$ cat src/rtl/phase_tag_readout_ctrl_if.sv
// Bundles the FIFO read port, host byte stream and status of the phase-tag readout controller.
// Pure wiring, no latency.
// Backpressure is carried by tx_ready; the controller is the master side.
interface phase_tag_readout_ctrl_if;
    logic        enable;
    logic        fifo_empty;
    logic [15:0] fifo_data;
    logic        fifo_rd_en;
    logic [7:0]  tx_data;
    logic        tx_valid;
    logic        tx_ready;
    logic        busy;
    logic [15:0] tag_count;

    modport master (
        input  enable, fifo_empty, fifo_data, tx_ready,
        output fifo_rd_en, tx_data, tx_valid, busy, tag_count
    );

    modport slave (
        output enable, fifo_empty, fifo_data, tx_ready,
        input  fifo_rd_en, tx_data, tx_valid, busy, tag_count
    );
endinterface

$ cat src/rtl/phase_tag_readout_ctrl.sv
// Phase-tag FIFO read sequencer: drains 16-bit tags and sends them MSB byte first, with sync markers.
// Latency: RD_LATENCY+3 cycles per tag with tx_ready high, plus one cycle for each sync byte.
// Backpressure: tx_ready low freezes tx_data/tx_valid; no FIFO read is issued until the current tag is sent.
module phase_tag_readout_ctrl #(
    parameter int unsigned RD_LATENCY    = 1,
    parameter int unsigned SYNC_INTERVAL = 64,
    parameter logic [7:0]  SYNC_BYTE     = 8'hA5
) (
    input logic                     clk,
    input logic                     rst_n,
    phase_tag_readout_ctrl_if.master bus
);

    localparam int unsigned SCNT_W = $clog2(SYNC_INTERVAL + 1);
    localparam logic [SCNT_W-1:0] SYNC_DUE = SCNT_W'(SYNC_INTERVAL);
    localparam logic [1:0]        LAT_LAST = 2'(RD_LATENCY);

    typedef enum logic [2:0] {
        IDLE,
        SYNC,
        RD_REQ,
        RD_WAIT,
        SEND_HI,
        SEND_LO
    } state_t;

    state_t              state_q, state_d;
    logic [7:0]          tx_data_q, tx_data_d;
    logic                tx_valid_q, tx_valid_d;
    logic [15:0]         tag_q, tag_d;
    logic [15:0]         tag_count_q, tag_count_d;
    logic [SCNT_W-1:0]   sync_cnt_q, sync_cnt_d;
    logic [SCNT_W-1:0]   sync_cnt_inc;
    logic                first_q, first_d;
    logic [1:0]          lat_cnt_q, lat_cnt_d;
    logic                rd_en;
    logic                hs;
    logic                can_go;
    logic                sync_due;

    assign hs           = tx_valid_q & bus.tx_ready;
    assign can_go       = bus.enable & ~bus.fifo_empty;
    assign sync_due     = first_q | (sync_cnt_q == SYNC_DUE);
    assign sync_cnt_inc = sync_cnt_q + SCNT_W'(1);

    always_ff @(posedge clk or negedge rst_n) begin
        if (!rst_n) begin
            state_q     <= IDLE;
            tx_data_q   <= 8'h00;
            tx_valid_q  <= 1'b0;
            tag_q       <= 16'h0000;
            tag_count_q <= 16'h0000;
            sync_cnt_q  <= '0;
            first_q     <= 1'b1;
            lat_cnt_q   <= 2'd0;
        end else begin
            state_q     <= state_d;
            tx_data_q   <= tx_data_d;
            tx_valid_q  <= tx_valid_d;
            tag_q       <= tag_d;
            tag_count_q <= tag_count_d;
            sync_cnt_q  <= sync_cnt_d;
            first_q     <= first_d;
            lat_cnt_q   <= lat_cnt_d;
        end
    end

    // tx_valid/tx_data are set up on entry to each sending state so the link sees registered outputs.
    always_comb begin
        state_d     = state_q;
        tx_data_d   = tx_data_q;
        tx_valid_d  = tx_valid_q;
        tag_d       = tag_q;
        tag_count_d = tag_count_q;
        sync_cnt_d  = sync_cnt_q;
        first_d     = first_q;
        lat_cnt_d   = lat_cnt_q;
        rd_en       = 1'b0;

        case (state_q)
            IDLE: begin
                if (can_go) begin
                    if (sync_due) begin
                        state_d    = SYNC;
                        tx_valid_d = 1'b1;
                        tx_data_d  = SYNC_BYTE;
                    end else begin
                        state_d = RD_REQ;
                    end
                end
            end

            SYNC: begin
                if (hs) begin
                    first_d    = 1'b0;
                    sync_cnt_d = '0;
                    tx_valid_d = 1'b0;
                    state_d    = bus.enable ? RD_REQ : IDLE;
                end
            end

            // Empty is re-checked here so a read is never issued against an empty FIFO.
            RD_REQ: begin
                if (bus.fifo_empty) begin
                    state_d = IDLE;
                end else begin
                    rd_en     = 1'b1;
                    lat_cnt_d = 2'd1;
                    state_d   = RD_WAIT;
                end
            end

            RD_WAIT: begin
                if (lat_cnt_q == LAT_LAST) begin
                    tag_d      = bus.fifo_data;
                    tx_data_d  = bus.fifo_data[15:8];
                    tx_valid_d = 1'b1;
                    state_d    = SEND_HI;
                end else begin
                    lat_cnt_d = lat_cnt_q + 2'd1;
                end
            end

            SEND_HI: begin
                if (hs) begin
                    tx_data_d = tag_q[7:0];
                    state_d   = SEND_LO;
                end
            end

            SEND_LO: begin
                if (hs) begin
                    tag_count_d = tag_count_q + 16'd1;
                    sync_cnt_d  = sync_cnt_inc;
                    tx_valid_d  = 1'b0;
                    if (can_go) begin
                        if (sync_cnt_inc == SYNC_DUE) begin
                            state_d    = SYNC;
                            tx_valid_d = 1'b1;
                            tx_data_d  = SYNC_BYTE;
                        end else begin
                            state_d = RD_REQ;
                        end
                    end else begin
                        state_d = IDLE;
                    end
                end
            end

            default: begin
                state_d    = IDLE;
                tx_valid_d = 1'b0;
            end
        endcase
    end

    assign bus.fifo_rd_en = rd_en;
    assign bus.tx_data    = tx_data_q;
    assign bus.tx_valid   = tx_valid_q;
    assign bus.busy       = (state_q != IDLE);
    assign bus.tag_count  = tag_count_q;

endmodule

$ cat src/flat_wrapper.sv
// flat-port wrapper written by rule: the top's interface ports become plain ports
module phase_tag_readout_ctrl_flat 
#(
    parameter int unsigned RD_LATENCY    = 1,
    parameter int unsigned SYNC_INTERVAL = 64,
    parameter logic [7:0]  SYNC_BYTE     = 8'hA5
)
  (clk, rst_n, bus_enable, bus_fifo_empty, bus_fifo_data, bus_tx_ready, bus_fifo_rd_en, bus_tx_data, bus_tx_valid, bus_busy, bus_tag_count);
  phase_tag_readout_ctrl_if bus_i ();
  input logic clk;
  input logic rst_n;
  input wire logic [$bits(bus_i.enable)-1:0] bus_enable;
  input wire logic [$bits(bus_i.fifo_empty)-1:0] bus_fifo_empty;
  input wire logic [$bits(bus_i.fifo_data)-1:0] bus_fifo_data;
  input wire logic [$bits(bus_i.tx_ready)-1:0] bus_tx_ready;
  output wire logic [$bits(bus_i.fifo_rd_en)-1:0] bus_fifo_rd_en;
  output wire logic [$bits(bus_i.tx_data)-1:0] bus_tx_data;
  output wire logic [$bits(bus_i.tx_valid)-1:0] bus_tx_valid;
  output wire logic [$bits(bus_i.busy)-1:0] bus_busy;
  output wire logic [$bits(bus_i.tag_count)-1:0] bus_tag_count;
  assign bus_i.enable = bus_enable;
  assign bus_i.fifo_empty = bus_fifo_empty;
  assign bus_i.fifo_data = bus_fifo_data;
  assign bus_i.tx_ready = bus_tx_ready;
  assign bus_fifo_rd_en = bus_i.fifo_rd_en;
  assign bus_tx_data = bus_i.tx_data;
  assign bus_tx_valid = bus_i.tx_valid;
  assign bus_busy = bus_i.busy;
  assign bus_tag_count = bus_i.tag_count;
  phase_tag_readout_ctrl #(.RD_LATENCY(RD_LATENCY), .SYNC_INTERVAL(SYNC_INTERVAL), .SYNC_BYTE(SYNC_BYTE)) u_core (.clk(clk), .rst_n(rst_n), .bus(bus_i));
endmodule
$ cat config.mk
export PLATFORM = sky130hd
export DESIGN_NAME = phase_tag_readout_ctrl_flat
export DESIGN_NICKNAME = d
export VERILOG_FILES = /design/src/rtl/phase_tag_readout_ctrl_if.sv /design/src/rtl/phase_tag_readout_ctrl.sv /design/src/flat_wrapper.sv
export SDC_FILE = /design/constraint.sdc
export NUM_CORES = 1
export LEC_CHECK = 0
export ABC_AREA = 1
export BUFFER_PORTS_ARGS = -buffer_cell sky130_fd_sc_hd__buf_4
export CORE_ASPECT_RATIO = 0.75
export CORE_UTILIZATION = 30
export CTS_BUF_LIST = sky130_fd_sc_hd__clkbuf_16
export DETAILED_ROUTE_END_ITERATION = 16
export PLACE_DENSITY_LB_ADDON = 0.12
export REMOVE_ABC_BUFFERS = 1
export SYNTH_ARGS = -nofsm -noshare
export SYNTH_HDL_FRONTEND = slang
export SYNTH_SLANG_ARGS = --single-unit
$ cat constraint.sdc
create_clock -name clk -period 5.4 [get_ports clk]
set_clock_uncertainty 0.15 [all_clocks]
set_input_delay 0.27 -clock clk [delete_from_list [all_inputs] [get_ports clk]]
set_output_delay 0.27 -clock clk [all_outputs]
set_load 0.02 [all_outputs]
### Word level (Yosys, flattened, before mapping)

Index checks and enable logic that the tools add are counted.

| word-level totals | value |
|---|---|
| flip-flop bits (word level) | 46 |

| cells by class | value |
|---|---|
| $add $sub $neg | 3 |
| equal/unequal tests | 18 |
| multiplexer cells | 35 |
| bitwise operators | 5 |
| reductions and logical operators | 14 |

Operators by type and width:

| kind | count |
|---|---|
| 8-bit two-way mux | 7 |
| 8-bit case mux with 4 select lines | 1 |
| 3-bit case mux with 6 select lines | 1 |
| 16-bit by 1-bit adder with 16-bit output (second input constant) | 1 |
| 2-bit by 1-bit != test with 1-bit output (second input constant) | 8 |
| 3-bit two-way mux | 5 |
| 7-bit == test (second input constant) | 2 |
| 2-bit two-way mux | 7 |
| 7-bit two-way mux | 2 |
| 7-bit case mux with 2 select lines | 1 |
| 1-bit two-way mux | 9 |
| 8-bit AND reduction | 1 |
| 7-bit by 1-bit adder with 7-bit output (second input constant) | 1 |
| 3-bit by 2-bit == test with 1-bit output (second input constant) | 2 |
| 3-bit == test (second input constant) | 2 |
| 2-bit AND reduction | 3 |
| 3-bit AND reduction | 2 |
| 6-bit AND reduction | 1 |
| 1-bit case mux with 5 select lines | 1 |
| 5-bit AND reduction | 1 |
| 2-bit != test (second input constant) | 2 |
| 2-bit case mux with 2 select lines | 1 |
| 2-bit nonzero test | 2 |
| 4-bit nonzero test | 1 |
| 9 further kinds | 11 |

### Depth between registers and ports, before layout

| logic depth | value |
|---|---|
| depth in word-level cells | 6 |
| gate-level depth with buffers | 12 |
| gate-level depth less buffers | 12 |

### Least setup slack after synthesis

Ideal clock, no wire load.

| path | value |
|---|---|
| path type | register to register |
| start | reg u_core.sync_cnt_q[0] |
| end | reg u_core.tx_data_q[0] (netlist: u_core.bus.tx_data[0]) |
| arrival | 1.458 ns |
| data required time | 5.133 ns |
| path slack | 3.675 ns |
| cell stages (with the launch flop) | 11 |
| period minus slack after synthesis | 1.725 ns |
| cells stage by stage | dfrtp_1 ha_1 nand3_1 o21bai_1 nand2_1 nor2_2 nand2_1 nand2_2 nand3_4 nand2_1 nand2_1 |

| on the way | value |
|---|---|
| word-level cells in the longest chain between the ends | 4 |
| elaborated cells on any way between the ends | 7 |

Ends and longest elaborated chain:

| item | line | source |
|---|---|---|
| start: declaration | phase_tag_readout_ctrl.sv:32 | `logic [SCNT_W-1:0] sync_cnt_q, sync_cnt_d;` |
| start signal: assignment | phase_tag_readout_ctrl.sv:62 | `sync_cnt_q <= sync_cnt_d;` |
| 7-bit by 1-bit adder with 7-bit output / 7-bit == test (equally long branches) | phase_tag_readout_ctrl.sv:44, phase_tag_readout_ctrl.sv:43 |  |
| 7-bit == test / 1-bit bitwise OR (equally long branches) | phase_tag_readout_ctrl.sv:137, phase_tag_readout_ctrl.sv:43 |  |
| 2-bit by 1-bit != test with 1-bit output (no line) | - |  |
| 8-bit AND reduction (no line) (*) | - |  |
| end signal: assignment | phase_tag_readout_ctrl.sv:58 | `tx_data_q <= tx_data_d;` |
| end: declaration | phase_tag_readout_ctrl.sv:28 | `logic [7:0] tx_data_q, tx_data_d;` |

Mark *: on every way between the ends. The rest lies on a longest branch, timed or not.
A chain may end at the register's enable or synchronous reset.

### Worst setup path after layout

| path | value |
|---|---|
| start | reg u_core.sync_cnt_q[0] |
| end | reg u_core.tx_data_q[4] (netlist: u_core.bus.tx_data[4]) |

Same word-level chain as after synthesis.

==> impl_metrics.tcl <==
set metrics [dict create \
    status "complete, no violations" \
    die_h_um 82.78 \
    synthCells 313 \
    clkTransAtPathRegs_ns 0.07 \
    synth_compound_area_share_pct 7.430 \
    rsz0062_at_grt "false" \
    post_cts_resized 0 \
    crit_required_ns 5.43 \
    nFillCells 895 \
    grt_pass1_wl_um 9770 \
    final.min_clock_period_ns 1.965 \
    dp_cells 467 \
    antenna_found_initial 0 \
    wirelength_um 5763 \
    synth_area_per_cell_sq_um 8.339 \
    layout_common_cells "79 x nand2_1, 47 x buf_4, 45 x dfrtp_1" \
    area.growth.synth_to_final_pct 24.50 \
    synth_warnings 0 \
    worst_ep_arrival_time_ns 1.99 \
    via_count 2139 \
    seq_area_sq_um 1152 \
    drc_errors 0 \
    yosysUniqueCellTypes 31 \
    post-dp-hpwl_um 4376 \
    synth_top_family_by_area "simple AND/OR/NAND/NOR gates" \
    detail_route.first_pass.iterations 4 \
    mostFrequentLayoutCell "nand2_1" \
    synthSimpleGateAreaFrac_pct 31.30 \
    core_area_sq_um 8454 \
    multi_input_area_sq_um 1266 \
    drtAntennaViolNets 0 \
    final.period_utilization_pct 36.39 \
    power_density_nw_per_um2 478.5 \
    ys.flop_type "dfrtp_1" \
    fin_cells 476 \
    tightest_slew_ns 0.6026 \
    grtUsageTotal_pct 14.26 \
    setup_viol_count_final 0 \
    ys_seq_area_share_pct 44.15 \
    synthMuxAreaShare_pct 3.020 \
    hold_class "input port to flip-flop" \
    rows 29 \
    gp_congestion 0.8310 \
    avgRoutedWirePerCell_um 12.11 \
    grt_overflow 0 \
    hold_slack_ns 0.06375 \
    irDropWorstVdd_v 0.0002059 \
    die_area_sq_um 9081 \
    max-clock-path-buffers 2 \
    io_buffers 47 \
    via_per_inst 4.494 \
    fmax_mhz 508.9 \
    numCtsBuffers 5 \
    layout.nets 393 \
    setup_tns_ns 0 \
    ys_top_cells_by_area "dfrtp_1 43%, nand2_1 11%, inv_1 5.9%" \
    synth_top_area_share_pct 43.14 \
    cp_max_fo 9 \
    layout-drive-gt1-share_pct 25.82 \
    async_flop_share_pct 100.0 \
    antenna_cells 0 \
    synth_xor_area_share_pct 4.362 \
    insertion_delay_ns 0.28 \
    cts.sinks 46 \
    hold_viol 0 \
    first_global_vias 1960 \
    criticalPathCategory "flip-flop to flip-flop" \
    ios 48 \
    finalMaxSlewViolations 0 \
    htree_num_levels 2 \
    worstSetupEndpointType "flip-flop" \
    slew_headroom_pct 59.83 \
    drtIter0Drc 93 \
    grt_max_degree 47 \
    p_leak_uw 0.001705 \
    synth-adder-area-share_pct 2.397 \
    synth-edff-count 0 \
    synth_area_leader_cell "dfrtp_1" \
    max_cap_viol_count 0 \
    start_kind "flip-flop" \
    die_width_um 109.7 \
    syn_area_sq_um 2610 \
    root_buffer "clkbuf_16" \
    start_util_pct 30.87 \
    tritoncts "built" \
    synth_seq_cells 46 \
]
[critical path, cell delays in order (launching register included)]
cell     delay (ns)
dfrtp_1        0.45
ha_1           0.24
inv_1          0.05
nand2_1        0.05
nand2_1        0.06
nor2_1         0.10
nand3_1        0.09
nor2_2         0.11
nand2_1        0.09
nand2_2        0.18
nand3_4        0.14
nand2_1        0.09
nand2_1        0.05
[kinds of logic (layout without fill, tap and decap cells)]
| kind of cell | count (synthesis) | in the layout |
|---|---|---|
| buffers and inverters | 50 | 105 |
| XOR/XNOR | 13 | 13 |
| AO/OA/AOI/OAI | 34 | 34 |
| multiplexers | 7 | 7 |
| AND/OR/NAND/NOR | 158 | 158 |
| flip-flops | 46 | 46 |
| adder cells (fa/ha/maj) | 5 | 5 |
[final cells by class]
cell class / instances / area share (%)
multi-input combinational: 217 / 38.97
sequential: 46 / 35.46
timing repair buffer: 48 / 11.17
inverter: 49 / 5.737
tap: 108 / 4.159
clock buffer: 5 / 3.851
clock inverter: 3 / 0.6546
[synth_stat cells, types with 2 or more instances]
master / count
nor2_2: 5
inv_2: 7
nand2_4: 4
mux2_2: 7
a21oi_1: 5
nand3_1: 15
xor2_1: 8
a22o_1: 3
nand4_1: 10
nor2_1: 27
ha_1: 5
nor2_8: 2
nand3_2: 3
o21ai_1: 3
nor3_4: 2
o21ai_0: 16
inv_1: 41
nand3_4: 3
nor3_1: 4
o22ai_1: 3
dfrtp_1: 45
nand2_2: 3
xnor2_1: 5
a31oi_1: 2
nand2_1: 79
[sequential cells by signal, summed over array words and instances, names as in the netlist]
name                  count
u_core.bus.tx_data        8
u_core.tag_q              8
u_core.bus.tx_valid       1
u_core.bus.tag_count     16
u_core.first_q            1
u_core.lat_cnt_q          2
u_core.sync_cnt_q         7
u_core.state_q            3
[power breakdown]
group          leakage, uW  switching [uW]  internal [uW]
Sequential        0.000579             109            457
Clock            0.0000698             134            172
Combinational      0.00106             426            258
Total              0.00171             669            886
[worst paths after layout]
kind                                           start  slack [ns]  cells past startpoint                       to
worst max-delay path            u_core.sync_cnt_q[0]        3.43                     12    u_core.bus.tx_data[4]
worst min-delay path                bus_fifo_data[4]        0.06                      2          u_core.tag_q[4]
worst max register to register  u_core.sync_cnt_q[0]        3.43                     12    u_core.bus.tx_data[4]
worst min register to register        u_core.first_q        0.32                      2           u_core.first_q
max in group asynchronous                      rst_n        4.30                      2  u_core.bus.tag_count[0]
min in group asynchronous                      rst_n        0.38                      2    u_core.bus.tx_data[7]
[repair_timing]
action | 4_1_cts | 5_1_grt
endpoints found under the hold margin | 45 | 0
hold buffers | 1 | 0
setup buffers | 0 | 0
[per-stage QoR]
stage	total power (uW)	setup slack (ns)	cell area, sq um	util, %
after floorplan	1037	3.596	2605	-
after global routing	1695	3.230	3249	38.43
final	1555	3.435	3249	38.43
after CTS	1574	3.420	3249	38.43
after global placement	1259	3.437	3093	36.58
after detailed placement	1256	3.429	3093	36.58
[routing by layer]
metal  GRT usage (%)  share of wire (%)
met5               0                  0
met1           23.15                 55
met3           3.591                4.8
met2           17.92                 40
met4           3.333               0.50
No activity file was read; power rests on OpenSTA's default activity.
